<file path="src/rtl/d_debounce_edge.sv">
// Debounces a registered single-bit level and emits one-cycle rise/fall
// strobes when a new level has held for STABLE_CYCLES consecutive samples.
module d_debounce_edge #(
  parameter int STABLE_CYCLES = 4,
  parameter int CNT_W         = 8,
  parameter bit RESET_LEVEL   = 1'b0
) (
  input  logic clk,
  input  logic reset,
  input  logic din,
  output logic q_level,
  output logic rise,
  output logic fall,
  output logic busy
);

  typedef enum logic [1:0] {
    S_LOW,
    S_LOW_CHK,
    S_HIGH,
    S_HIGH_CHK
  } state_t;

  localparam logic [CNT_W-1:0] LAST = CNT_W'(STABLE_CYCLES - 1);
  localparam logic [CNT_W-1:0] ONE  = CNT_W'(1);

  state_t           state_q, state_d;
  logic [CNT_W-1:0] cnt_q, cnt_d;
  logic             level_q, level_d;
  logic             rise_q, rise_d;
  logic             fall_q, fall_d;

  always_ff @(posedge clk) begin
    if (reset) begin
      state_q <= RESET_LEVEL ? S_HIGH : S_LOW;
      cnt_q   <= '0;
      level_q <= RESET_LEVEL;
      rise_q  <= 1'b0;
      fall_q  <= 1'b0;
    end else begin
      state_q <= state_d;
      cnt_q   <= cnt_d;
      level_q <= level_d;
      rise_q  <= rise_d;
      fall_q  <= fall_d;
    end
  end

  // cnt holds the number of consecutive candidate samples seen so far
  always_comb begin
    state_d = state_q;
    cnt_d   = cnt_q;
    level_d = level_q;
    rise_d  = 1'b0;
    fall_d  = 1'b0;
    unique case (state_q)
      S_LOW: begin
        if (din) begin
          state_d = S_LOW_CHK;
          cnt_d   = ONE;
        end else begin
          cnt_d = '0;
        end
      end
      S_LOW_CHK: begin
        if (!din) begin
          state_d = S_LOW;
          cnt_d   = '0;
        end else if (cnt_q == LAST) begin
          state_d = S_HIGH;
          level_d = 1'b1;
          rise_d  = 1'b1;
          cnt_d   = '0;
        end else begin
          cnt_d = cnt_q + ONE;
        end
      end
      S_HIGH: begin
        if (!din) begin
          state_d = S_HIGH_CHK;
          cnt_d   = ONE;
        end else begin
          cnt_d = '0;
        end
      end
      S_HIGH_CHK: begin
        if (din) begin
          state_d = S_HIGH;
          cnt_d   = '0;
        end else if (cnt_q == LAST) begin
          state_d = S_LOW;
          level_d = 1'b0;
          fall_d  = 1'b1;
          cnt_d   = '0;
        end else begin
          cnt_d = cnt_q + ONE;
        end
      end
    endcase
  end

  assign q_level = level_q;
  assign rise    = rise_q;
  assign fall    = fall_q;
  assign busy    = (state_q == S_LOW_CHK) ||
                   (state_q == S_HIGH_CHK);

endmodule

</file>
<file path="config.mk">
export PLATFORM = sky130hd
export DESIGN_NAME = d_debounce_edge
export DESIGN_NICKNAME = d
export VERILOG_FILES = /design/src/rtl/d_debounce_edge.sv
export SDC_FILE = /design/constraint.sdc
export NUM_CORES = 1
export LEC_CHECK = 0
export ABC_AREA = 1
export ABC_CLOCK_PERIOD_IN_PS = 1200
export CORE_MARGIN = 2
export CORE_UTILIZATION = 46
export DETAILED_ROUTE_END_ITERATION = 6
export PLACE_DENSITY = 0.74
export SYNTH_ARGS = -nofsm -noshare
export SYNTH_HDL_FRONTEND = slang
export SYNTH_SLANG_ARGS = --single-unit
</file>
<file path="constraint.sdc">
create_clock -name clk -period 1.2 [get_ports clk]
set_clock_uncertainty 0.15 [all_clocks]
set_input_delay 0.24 -clock clk [delete_from_list [all_inputs] [get_ports clk]]
set_output_delay 0.24 -clock clk [all_outputs]
set_load 0.02 [all_outputs]
</file>
Word level (Yosys, flattened, before mapping):

Cells that the tools add are included.

* reductions and logical operators: 7
* eq/ne operators: 12
* multiplexer cells: 19
* bitwise gates (word level): 3
* add/subtract/negate cells: 1

Operators with widths (count)
* $pmux 8 s4: 1
* $mux 8: 3
* $mux 2: 6
* $ne 2x2->1 const B: 6
* $add 8x1->8 const B: 1
* $eq 8x2->1 const B: 1
* $pmux 2 s4: 1
* $mux 1: 7
* $ne 3x3->1 const B: 2
* $reduce_or 3->1: 2
* $reduce_and 5->1: 1
* $eq 2x2->1 const B: 2
* $reduce_and 4->1: 1
* $not 1->1: 3
* $eq 2x1->1 const B: 1
* $logic_not 2->1: 1
* $pmux 1 s2: 1
* $reduce_bool 2->1: 1
* $logic_or 1x1->1: 1

* bits of input ports: 3
* flip-flop bits (word level): 13
* output and inout port bits: 4

Logic depth before layout (Yosys ltp):

* depth in word-level cells: 4
* gate-level depth with buffers: 7

Least setup slack after synthesis:

Ideal clock, no wire load.

* kind: reg2reg
* start: reg cnt_q[0]
* end: reg with a tool-made name
* setup time: 0.115 ns
* path buffers: 0
* arrival time: 0.928 ns
* stages on the path, launching flop included: 7
* setup slack: 0.007 ns
* cell sequence: dfxtp_1 ha_1 nand2_1 o21ai_2 nand3_1 nand2_1 nor2_1

RTL lines
* start: declaration: line 28 `logic [CNT_W-1:0] cnt_q, cnt_d;`
* start signal: assignment: line 42 `cnt_q <= cnt_d;`

Worst setup path after layout:

* start: reg cnt_q[0]
* end: reg cnt_q[6]

* longest elaborated chain between the ends: 4
* elaborated cells on any way between the ends: 6
* those cells by class: 1 x add/sub; 1 x eq/ne; 4 x mux

RTL lines
* $add 8x1->8 or $eq 8x2->1 (tied branches)
* $mux 8 *: line 69, 90
* $mux 8, on equally long branches: line 87, 66
* $pmux 8 s4 *: line 56 `unique case (state_q)`

Mark *: on every way between the ends. The rest lies on a longest branch, timed or not.
A chain may end at the register's enable or synchronous reset.

==> flow_metrics.env <==
export IMPL_worstSetupEndpointType="flip-flop"
export IMPL_clock_sinks=13
export IMPL_vias_per_cell=4.940
export IMPL_clockRootBuffer="clkbuf_4"
export IMPL_drv_slew=0
export IMPL_async_flop_share_pct=0
export IMPL_crit_type="reg -> reg"
export IMPL_multi_input_area_sq_um=369.1
export IMPL_pwr_share_seq_pct=54.1
export IMPL_rsz0062_at_grt="true"
export IMPL_grt_pass1_vias=561
export IMPL_cts_buffers=3
export IMPL_antenna_left=0
export IMPL_nets=107
export IMPL_first_iter_violations=4
export IMPL_outcome="finished with violations"
export IMPL_cts_tree="built"
export IMPL_die_area_sq_um=1677
export IMPL_synth_ff_type="dfxtp_1"
export IMPL_total_power_uw=834.0
export IMPL_die_h_um=40.95
export IMPL_synthAdderAreaFrac_pct=1.992
export IMPL_portBuffers=6
export IMPL_min_from="din"
export IMPL_num_fill_cells=102
export IMPL_synth_edf_count=0
export IMPL_ys_warn_count=0
export IMPL_finalWirelength_um=1402
export IMPL_antennaDiodeCount=0
export IMPL_r2r_cells=6
export IMPL_synth_common_cells="nor2_1, dfxtp_1, nand2_1"
export IMPL_place_hpwl_um=918.5
export IMPL_pre_cts_ws_ns=-0.3674
export IMPL_startpoint_type="flip-flop"
export IMPL_whs_path_depth=3
export IMPL_setup_viol=8
export IMPL_crit_fanout=4
export IMPL_power_leakage_uw=0.0003556
export IMPL_clockPowerShare_pct=34.1
export IMPL_core_sq_um=1285
export IMPL_path_clk_slew_ns=0.08
export IMPL_fin_crit_sh_pct=104.9
export IMPL_io_pin_count=7
export IMPL_htreeDepth=1
export IMPL_wl_per_cell_um=11.98
export IMPL_maxSlewHeadroom_pct=80.70
export IMPL_synth_simple_area_share_pct=33.67
export IMPL_hold_path_class="in -> reg"
export IMPL_antenna_found_initial=0
export IMPL_die_x_um=40.95
export IMPL_synth_top_family_by_area="simple AND/OR/NAND/NOR gates"
export IMPL_timing_max_cap_violations=0
export IMPL_final_layout_size_suffix_gt1_share_pct=49.02
export IMPL_grt_pass1_wl_um=2263
export IMPL_tightest_slew_ns=0.2870
export IMPL_grt_max_degree=10
export IMPL_swShare_pct=25.99
export IMPL_synth_top_cell_by_area="dfxtp_1"
export IMPL_hold_violations=0
export IMPL_synth_xor_area_share_pct=6.972
export IMPL_max_freq_ghz=0.7947
export IMPL_initial_core_util_pct=48.88
export IMPL_synth_top_area_share_pct=41.43
export IMPL_yosysSeqAreaShare_pct=41.43
export IMPL_dr_pass1_iters=2
export IMPL_met2_length_um=727
export IMPL_p_per_area_nw_per_um2=967.5
export IMPL_ys_types=22
export IMPL_crit_path_start="cnt_q[0]"
export IMPL_yosysMostFrequentCell="nor2_1"
export IMPL_syn_inst=82
export IMPL_clkLatencyLatePin_ns=0.29
export IMPL_grt_use_total_pct=21.72
export IMPL_gp_congestion=0.7497
export IMPL_top_layer="met4"
export IMPL_num_rows=13
export IMPL_setup_slack_ns=-0.05832
export IMPL_met3_length_um=46
export IMPL_cts_buffer_depth=2
export IMPL_p_sw_uw=216.7
export IMPL_combPwrFrac_pct=11.8
export IMPL_synth_compound_area_share_pct=6.972
export IMPL_final_min_clock_period_ns=1.258
export IMPL_regArea_sq_um=269.0
export IMPL_met1_length_um=591
export IMPL_route_detailed_drc=0
export IMPL_synthMuxAreaShare_pct=0
export IMPL_synth_fp_nets=86
export IMPL_avgSynthCellArea_sq_um=7.660
export IMPL_num_vias=578
export IMPL_crit_required_ns=1.23
export IMPL_hold_buffers=0
export IMPL_ys_seq_elements=13
export IMPL_netlist_area_sq_um=628.1
export IMPL_ir_drop_uv=617.0
export IMPL_rr_startpoint="cnt_q[0]"
export IMPL_area_delta_synth_final_pct=37.25
export IMPL_cp_arrival_ns=1.29
export IMPL_regToRegSetupSlack_ns=-0.06
export IMPL_synth_area_leaders="dfxtp_1, nor2_1, nand2_1"
export IMPL_gr_total_overflow=0
export IMPL_violations="negative setup slack"
export IMPL_power_internal_uw=617.3
layout by cell type (no fill, tap or decap), drive strengths merged:
cell / instances
a21oi: 3
buf: 17
clkbuf: 4
clkdlybuf4s50: 1
dfxtp: 13
dlygate4sd2: 1
ha: 1
inv: 9
nand2: 13
nand3: 9
nand4: 2
nor2: 18
nor3: 2
o21ai: 2
o21bai: 1
o31ai: 1
xnor2: 1
xor2: 4
routing by layer:
layer	vias up	GRT usage, %
li1	304	-
met1	261	23.00
met5	-	0
met3	4	5.978
met4	0	18.33
met2	9	35.16
area by class of cell:
class | instances | share of cell area, %
clock buffer | 4 | 3.048
inverter | 9 | 3.919
multi-input combinational | 57 | 42.82
sequential | 13 | 31.20
tap | 15 | 2.177
timing repair buffer | 19 | 16.84
worst max-delay path, stage by stage, from the launching register on:
cell,delay (ns)
dfxtp_2,0.37
ha_4,0.18
nand2_2,0.06
inv_2,0.07
nand4_1,0.10
xor2_1,0.19
nor2_2,0.05
path summary, 6_finish.rpt:
kind | to
hold reg to reg | q_level
setup reg to reg | cnt_q[6]
setup / recovery | cnt_q[6]
hold / removal | cnt_q[0]
power by group through the flow:
stage                     logic, uW  registers [uW]  clock network, uW
after CTS                      86.5             448                288
after global placement         83.4             456                  0
after floorplan                51.5             454                  0
after detailed placement       84.6             456                  0
after global routing            110             453                301
final                          98.4             451                284
state kept, by name, summed over array words and instances, names as in the netlist, named ones only:
name	cells
fall	1
q_level	1
state_q	1
rise	1
cnt_q	8
kinds of logic (layout without fill, tap and decap cells):
family	Yosys count	after routing
AOI/OAI and AO/OA	7	7
and+or+nand+nor	44	44
buffers and inverters	12	32
adders and majority gates	1	1
DFF	13	13
xor gates and xnor gates	5	5
through the flow:
stage                     instances  instance area (sq um)  TNS, ns  util [%]  hold WS, ns
after global routing            117                  862.1  -0.8584     67.09       0.4325
after detailed placement        111                  767.0   -4.104     59.69       0.3856
after CTS                       116                  823.3  -0.2723     64.07       0.3293
after global placement          111                  767.0   -3.676     59.69       0.3703
after floorplan                  82                  628.1        0         -       0.2563
final                           117                  862.1  -0.2278     67.09       0.3607
repair_timing:
action                     4_1_cts  5_1_grt
pin swaps                        6       11
setup endpoints to repair       16       14
gates resized for setup         33       13
buffers inserted                 1        1
(Power assumes the default switching activity.)
